`src/rtl/ahb_lite_pkg.sv`:
```
// AHB-Lite encodings and DMA master state type shared by the DMA block and its bench.
package ahb_lite_pkg;

   typedef enum logic [1:0] {
      IDLE   = 2'b00,
      BUSY   = 2'b01,
      NONSEQ = 2'b10,
      SEQ    = 2'b11
   } htrans_t;

   localparam logic [2:0] HSIZE_WORD    = 3'b010;
   localparam logic [2:0] HBURST_SINGLE = 3'b000;

   localparam int unsigned ADDR_W = 32;
   localparam int unsigned DATA_W = 32;

   typedef enum logic [2:0] {
      S_IDLE    = 3'd0,
      S_RD_ADDR = 3'd1,
      S_RD_DATA = 3'd2,
      S_WR_ADDR = 3'd3,
      S_WR_DATA = 3'd4,
      S_FINISH  = 3'd5
   } dma_state_t;

endpackage

```
`src/rtl/ahb_dma_master.sv`:
```
// Single-channel AHB-Lite DMA master: copies a block of words, one
// non-pipelined transfer at a time (read source word, then write it out).
module ahb_dma_master
   import ahb_lite_pkg::*;
#(
   parameter int unsigned COUNT_W   = 16,
   parameter logic [3:0]  HPROT_VAL = 4'b0011
) (
   input  logic               HCLK,
   input  logic               HRESET,
   input  logic               Start,
   input  logic [31:0]        SrcAddr,
   input  logic [31:0]        DstAddr,
   input  logic [COUNT_W-1:0] WordCount,
   output logic               Busy,
   output logic               Done,
   output logic               Err,
   output logic [31:0]        HADDR,
   output logic [1:0]         HTRANS,
   output logic               HWRITE,
   output logic [2:0]         HSIZE,
   output logic [2:0]         HBURST,
   output logic [3:0]         HPROT,
   output logic               HMASTLOCK,
   output logic [31:0]        HWDATA,
   input  logic [31:0]        HRDATA,
   input  logic               HREADY,
   input  logic               HRESP
);

   localparam logic [31:0] WORD_MASK = 32'hFFFF_FFFC;
   localparam logic [31:0] WORD_STEP = 32'd4;

   dma_state_t         r_state, w_next;
   logic [31:0]        r_src, r_dst, w_src_nxt, w_dst_nxt;
   logic [COUNT_W-1:0] r_count, w_count_nxt;
   logic [31:0]        r_buf;
   logic [31:0]        r_haddr;
   htrans_t            r_htrans;
   logic               r_hwrite;
   logic               r_busy, r_done, r_err;
   logic               w_start_acc, w_err_set, w_capture;

   // Next state plus next source/destination/count values for the copy loop.
   always_comb begin
      w_next      = r_state;
      w_src_nxt   = r_src;
      w_dst_nxt   = r_dst;
      w_count_nxt = r_count;
      w_start_acc = 1'b0;
      w_err_set   = 1'b0;
      w_capture   = 1'b0;
      case (r_state)
         S_IDLE: begin
            if (Start) begin
               w_start_acc = 1'b1;
               w_src_nxt   = SrcAddr & WORD_MASK;
               w_dst_nxt   = DstAddr & WORD_MASK;
               w_count_nxt = WordCount;
               w_next      = (WordCount == COUNT_W'(0)) ? S_FINISH : S_RD_ADDR;
            end
         end
         S_RD_ADDR: begin
            if (HREADY) w_next = S_RD_DATA;
         end
         S_RD_DATA: begin
            if (HRESP) begin
               w_err_set = 1'b1;
               w_next    = S_IDLE;
            end else if (HREADY) begin
               w_capture = 1'b1;
               w_next    = S_WR_ADDR;
            end
         end
         S_WR_ADDR: begin
            if (HREADY) w_next = S_WR_DATA;
         end
         S_WR_DATA: begin
            if (HRESP) begin
               w_err_set = 1'b1;
               w_next    = S_IDLE;
            end else if (HREADY) begin
               w_src_nxt   = r_src + WORD_STEP;
               w_dst_nxt   = r_dst + WORD_STEP;
               w_count_nxt = r_count - COUNT_W'(1);
               w_next      = (r_count == COUNT_W'(1)) ? S_FINISH : S_RD_ADDR;
            end
         end
         S_FINISH: w_next = S_IDLE;
         default:  w_next = S_IDLE;
      endcase
   end

   // State, datapath and registered bus/status outputs, all decoded from the next state.
   always_ff @(posedge HCLK) begin
      if (HRESET) begin
         r_state  <= S_IDLE;
         r_src    <= '0;
         r_dst    <= '0;
         r_count  <= '0;
         r_buf    <= '0;
         r_haddr  <= '0;
         r_htrans <= IDLE;
         r_hwrite <= 1'b0;
         r_busy   <= 1'b0;
         r_done   <= 1'b0;
         r_err    <= 1'b0;
      end else begin
         r_state <= w_next;
         r_src   <= w_src_nxt;
         r_dst   <= w_dst_nxt;
         r_count <= w_count_nxt;
         if (w_capture) r_buf <= HRDATA;
         r_htrans <= (w_next == S_RD_ADDR || w_next == S_WR_ADDR) ? NONSEQ : IDLE;
         if (w_next == S_RD_ADDR) begin
            r_haddr  <= w_src_nxt;
            r_hwrite <= 1'b0;
         end else if (w_next == S_WR_ADDR) begin
            r_haddr  <= w_dst_nxt;
            r_hwrite <= 1'b1;
         end
         r_busy <= (w_next == S_RD_ADDR) || (w_next == S_RD_DATA) ||
                   (w_next == S_WR_ADDR) || (w_next == S_WR_DATA);
         r_done <= (w_next == S_FINISH);
         if (w_start_acc)    r_err <= 1'b0;
         else if (w_err_set) r_err <= 1'b1;
      end
   end

   assign Busy      = r_busy;
   assign Done      = r_done;
   assign Err       = r_err;
   assign HADDR     = r_haddr;
   assign HTRANS    = r_htrans;
   assign HWRITE    = r_hwrite;
   assign HWDATA    = r_buf;
   assign HSIZE     = HSIZE_WORD;
   assign HBURST    = HBURST_SINGLE;
   assign HPROT     = HPROT_VAL;
   assign HMASTLOCK = 1'b0;

endmodule

```
`config.mk`:
```
export PLATFORM = sky130hd
export DESIGN_NAME = ahb_dma_master
export DESIGN_NICKNAME = d
export VERILOG_FILES = /design/src/rtl/ahb_lite_pkg.sv /design/src/rtl/ahb_dma_master.sv
export SDC_FILE = /design/constraint.sdc
export NUM_CORES = 1
export LEC_CHECK = 0
export ABC_AREA = 1
export BUFFER_PORTS_ARGS = -buffer_cell sky130_fd_sc_hd__clkbuf_2
export CORE_UTILIZATION = 37
export CTS_BUF_LIST = sky130_fd_sc_hd__clkbuf_16
export CTS_CLUSTER_DIAMETER = 40
export DETAILED_ROUTE_END_ITERATION = 10
export GPL_TIMING_DRIVEN = 0
export HOLD_SLACK_MARGIN = 0.1
export PLACE_DENSITY_LB_ADDON = 0.25
export SETUP_SLACK_MARGIN = 0.05
export SYNTH_ARGS = -nofsm -noshare
export SYNTH_HDL_FRONTEND = slang
export SYNTH_SLANG_ARGS = --single-unit
export TNS_END_PERCENT = 5
```
`constraint.sdc`:
```
create_clock -name HCLK -period 1.95 [get_ports HCLK]
set_input_delay 0.0975 -clock HCLK [delete_from_list [all_inputs] [get_ports HCLK]]
set_output_delay 0.0975 -clock HCLK [all_outputs]
set_load 0.01 [all_outputs]
```
==> implementation parameters <==
Parameter                              Value

Placement
  Post-Place Cells ... approximately 1,800
  Count of buffers inserted at the top-level ports ... about 180
  Detailed-placement wirelength estimate ... approximately 24 mm
  GP Congestion ... 0.9498
  Post-place setup slack ... -368.6 ps
  Post-DP Area ... a little under 10,000 um2

STA
  Final setup vio count ... 0
  Worst setup slack after layout ... ~29 ps
  Fin crit share ... between 90% and 100%
  Worst-margin pin slew ... ~850 ps
  Max Clk Rate ... ~520 MHz
  RSZ-0062 raised after global routing ... yes
  Max Slew Vio Count ... 0
  Rel. slew slack ... 43.55%
  Final count of hold timing violations ... 0
  Post-route clock skew ... 15.44 ps
  Minimum clock period after layout ... between 1500 and 2000 ps

Worst setup path
  Reg-to-reg slack, setup ... around 29 ps
  Crit-path max cell delay ... approximately 350 ps
  Worst reg2reg path depth ... 11
  Class of the most critical setup path ... reg -> reg
  Critical Path Source Type ... flop
  Reg-to-Reg End ... HADDR[8]
  Library cell contributing the largest single delay on the critical path ... sky130_fd_sc_hd__dfxtp_2
  Arrival time reported for the critical path endpoint ... between 2000 and 2500 ps
  Worst reg2reg startpoint ... r_state[1]
  End of the critical path ... HADDR[8]
  Critical Path RT ... approximately 2300 ps
  Crit path launch ... r_state[1]
  Ordered list of cells on the worst path ... nor2_4 > nand3_2 > buf_6 > nor3_4 > nand3_4 > nand2_4 > nor2_8 > nor2_8 > clkbuf_16 > nand3_2 > nand3_1
  Max FO, Critical Path ... 10
  Kind of end point of the critical path ... flop

Logic synthesis
  Netlist Area Pre-Place ... between 8000 and 9000 um2
  Ranking of synthesized cells by instance count ... 289 x sky130_fd_sc_hd__nand2_1, 183 x sky130_fd_sc_hd__nor2_1, 152 x sky130_fd_sc_hd__dfxtp_1
  Synth area leader ... sky130_fd_sc_hd__dfxtp_1
  Fraction of the yosys area taken by sequential cells ... 35.92%
  Post-synth EDFFs ... 0
  Biggest area contributors in the synthesized netlist ... sky130_fd_sc_hd__dfxtp_1 36%, sky130_fd_sc_hd__nand2_1 13%, sky130_fd_sc_hd__nand3_1 8.9%
  Seq cells post-synth ... about 150
  Cell with the most instances after synthesis ... sky130_fd_sc_hd__nand2_1
  Synthesized area per cell ... roughly 6.6 um2
  Post-synthesis cell type count ... 50
  Main flop type after synthesis ... sky130_fd_sc_hd__dfxtp_1
  Gate Count Post-Synth ... 1,284
  Total number of yosys warnings ... 0
  Share of Yosys cell area claimed by the top area cell type ... between 30% and 40%
  Async S/R FF share, synth ... 0%

Die
  DIE WIDTH ... 153.3 um
  Core region area ... roughly 22,000 um2
  Die area ... roughly 24,000 um2
  Die boundary height ... between 150 and 200 um
  Row Count ... 54
  Initial Utilization ... 38.22%
  Io pins ... 198

Power
  Power consumption ... 8775 uW
  P_int ... between 5000 and 6000 uW
  Leakage power figure ... 0.005422 uW
  Clock power share ... between 40% and 50%
  Power per cell area ... about 730 nW/um2
  Register share of total power ... roughly 40%
  Switching share of total power ... about a third
  Net switching power ... between 2000 and 3000 uW
  Peak ir drop on the vdd network ... between 0.0005 and 0.0006 V
  Part of the total power dissipated in combinational logic ... 20.0%

Detailed routing
  Iteration-0 DRC count of the detailed router ... approximately 930
  Number of routed nets with antenna violations ... 0
  Number of vias after detailed routing ... between 10,000 and 15,000
  DRT Wirelength ... ~33 mm
  DRC violations left ... 0
  Detail-routed via count per cell ... around 5.3
  Pre-Repair DR Iteration Count ... 5
  Wirelength per Cell ... 17.51 um

Cells and area
  Area of all placed cells without fillers ... 12,030 um2
  ANT cells ... 0
  Share of post-route cells with drive strength above 1 ... roughly a quarter
  P&R area growth vs syn ... 42.01%
  Number of cells in the finished layout apart from fillers ... ~1,900
  Final #Nets ... around 1,700

Clock tree
  TritonCTS clock tree ... yes
  Number of H-tree levels ... 4
  Clock Root Buffer ... sky130_fd_sc_hd__clkbuf_16
  Source-to-sink clock delay at the later pin of the worst-skew pair ... about 440 ps
  Buffer levels on the longest clock path ... 2
  TritonCTS Sinks ... 152
  Clock-pin slew of the registers on the worst-case setup and hold paths ... 70 ps
  Clock buffer count from CTS ... 17

GRT
  Via count of the first global-routing pass ... between 9,000 and 10,000
  Global route overflow ... 0
  Antenna violations before repair ... 0
  Maximum number of pins on one net before global-route repair ... 17
  Overall Global Routing Usage ... between 20 and 30%
  Global-route wire length before repair ... 51.33 mm

Flow run
  Max cap viols ... 0

Hold path
  Worst min-delay path category ... in -> reg

Status
  Run status ... completed
critical path, delay by kind of cell (launching register included):
family                 cells  cell delay [ps]
buffers and inverters      2              350
DFF                        1              350
and+or+nand+nor            9             1150
layout make-up:
cell class / count / area, um2
timing repair buffer: 300 / 2107
buffer: 71 / 446.7
fill: 2184 / 10130
tap: 280 / 350.3
clock buffer: 17 / 425.4
sequential: 152 / 3078
clock inverter: 15 / 183.9
multi-input combinational: 958 / 5006
inverter: 113 / 431.7
cells in the final DEF, fill, tap and decap left out, types with 6 or more instances in the layout:
cell and instances:
sky130_fd_sc_hd__a21oi_1 81, sky130_fd_sc_hd__nor3_1 10, sky130_fd_sc_hd__nor2_2 11, sky130_fd_sc_hd__o21ai_0 64, sky130_fd_sc_hd__dlygate4sd3_1 102, sky130_fd_sc_hd__buf_6 6, sky130_fd_sc_hd__clkbuf_1 22, sky130_fd_sc_hd__buf_4 34
sky130_fd_sc_hd__xor2_1 9, sky130_fd_sc_hd__inv_2 10, sky130_fd_sc_hd__conb_1 12, sky130_fd_sc_hd__a22oi_1 44, sky130_fd_sc_hd__nand2_2 9, sky130_fd_sc_hd__buf_2 9, sky130_fd_sc_hd__inv_1 100, sky130_fd_sc_hd__nor2_1 167
sky130_fd_sc_hd__nand2_1 282, sky130_fd_sc_hd__clkbuf_16 19, sky130_fd_sc_hd__nand3_2 15, sky130_fd_sc_hd__clkbuf_2 188, sky130_fd_sc_hd__dfxtp_1 132, sky130_fd_sc_hd__nor2_4 14, sky130_fd_sc_hd__a22oi_2 6, sky130_fd_sc_hd__nand4_1 25
sky130_fd_sc_hd__nand3_1 134, sky130_fd_sc_hd__dfxtp_2 16
what timing repair did:
| action | 4_1_cts | 5_1_grt |
|---|---|---|
| buffers inserted | 11 | 6 |
| gates cloned | 0 | 2 |
| setup endpoints to repair | 130 | 96 |
| gates resized for setup | 62 | 84 |
| hold endpoints to repair | 106 | 0 |
| hold buffers | 102 | 0 |
| pin swaps | 9 | 16 |
logic make-up after synthesis:
logic type / after synthesis / synth area share (%)
AOI/OAI and AO/OA: 231 / 16.13
xor gates and xnor gates: 14 / 1.448
adders and majority gates: 4 / 0.5909
buffers and inverters: 184 / 9.394
DFF: 152 / 35.92
other: 2 / 0.08866
and+or+nand+nor: 697 / 36.43
worst min path at each step:
stage          cells after the start         from          to
5_1_grt                            4  SrcAddr[16]   r_src[16]
6_report                           4  SrcAddr[16]   r_src[16]
4_1_cts                            4  SrcAddr[16]   r_src[16]
3_5_place_dp                       3   HRDATA[18]  HWDATA[18]
3_3_place_gp                       3   HRDATA[31]  HWDATA[31]
2_1_floorplan                      2    HRDATA[0]   HWDATA[0]
flip-flops by register name, summed over array words and instances (netlist names):
name     flops
r_count     16
r_src       32
Done         1
Busy         1
Err          1
HWRITE       1
HWDATA      32
HTRANS       1
r_state      3
r_dst       32
HADDR       32
metrics by stage:
| step | hold slack [ps] | utilization, % | TNS (ps) |
|---|---|---|---|
| after floorplan | 232.4 | - | 0 |
| after global placement | 320.0 | 44.02 | -10820 |
| after detailed placement | 326.2 | 44.02 | -11950 |
| after CTS | 114.6 | 52.78 | 0 |
| after global routing | 164.2 | 54.28 | -755.8 |
| final | 132.7 | 54.28 | 0 |
power groups by stage:
stage          Combinational, uW  Clock (uW)  Sequential [uW]
4_1_cts                     1640        3550             3480
2_1_floorplan                849           0             3530
6_report                    1760        3520             3500
3_3_place_gp                1380           0             3540
5_1_grt                     1900        3690             3520
3_5_place_dp                1390           0             3550
per-layer routing:
layer  global-route usage, %  part of all wire [%]  wire length (um)
met4                   12.27                   4.3              1424
met3                   5.330                   8.6              2886
met1                   36.56                    43             14270
met5                       0                     0                 0
met2                   45.94                    44             14790
(Power assumes the default switching activity.)
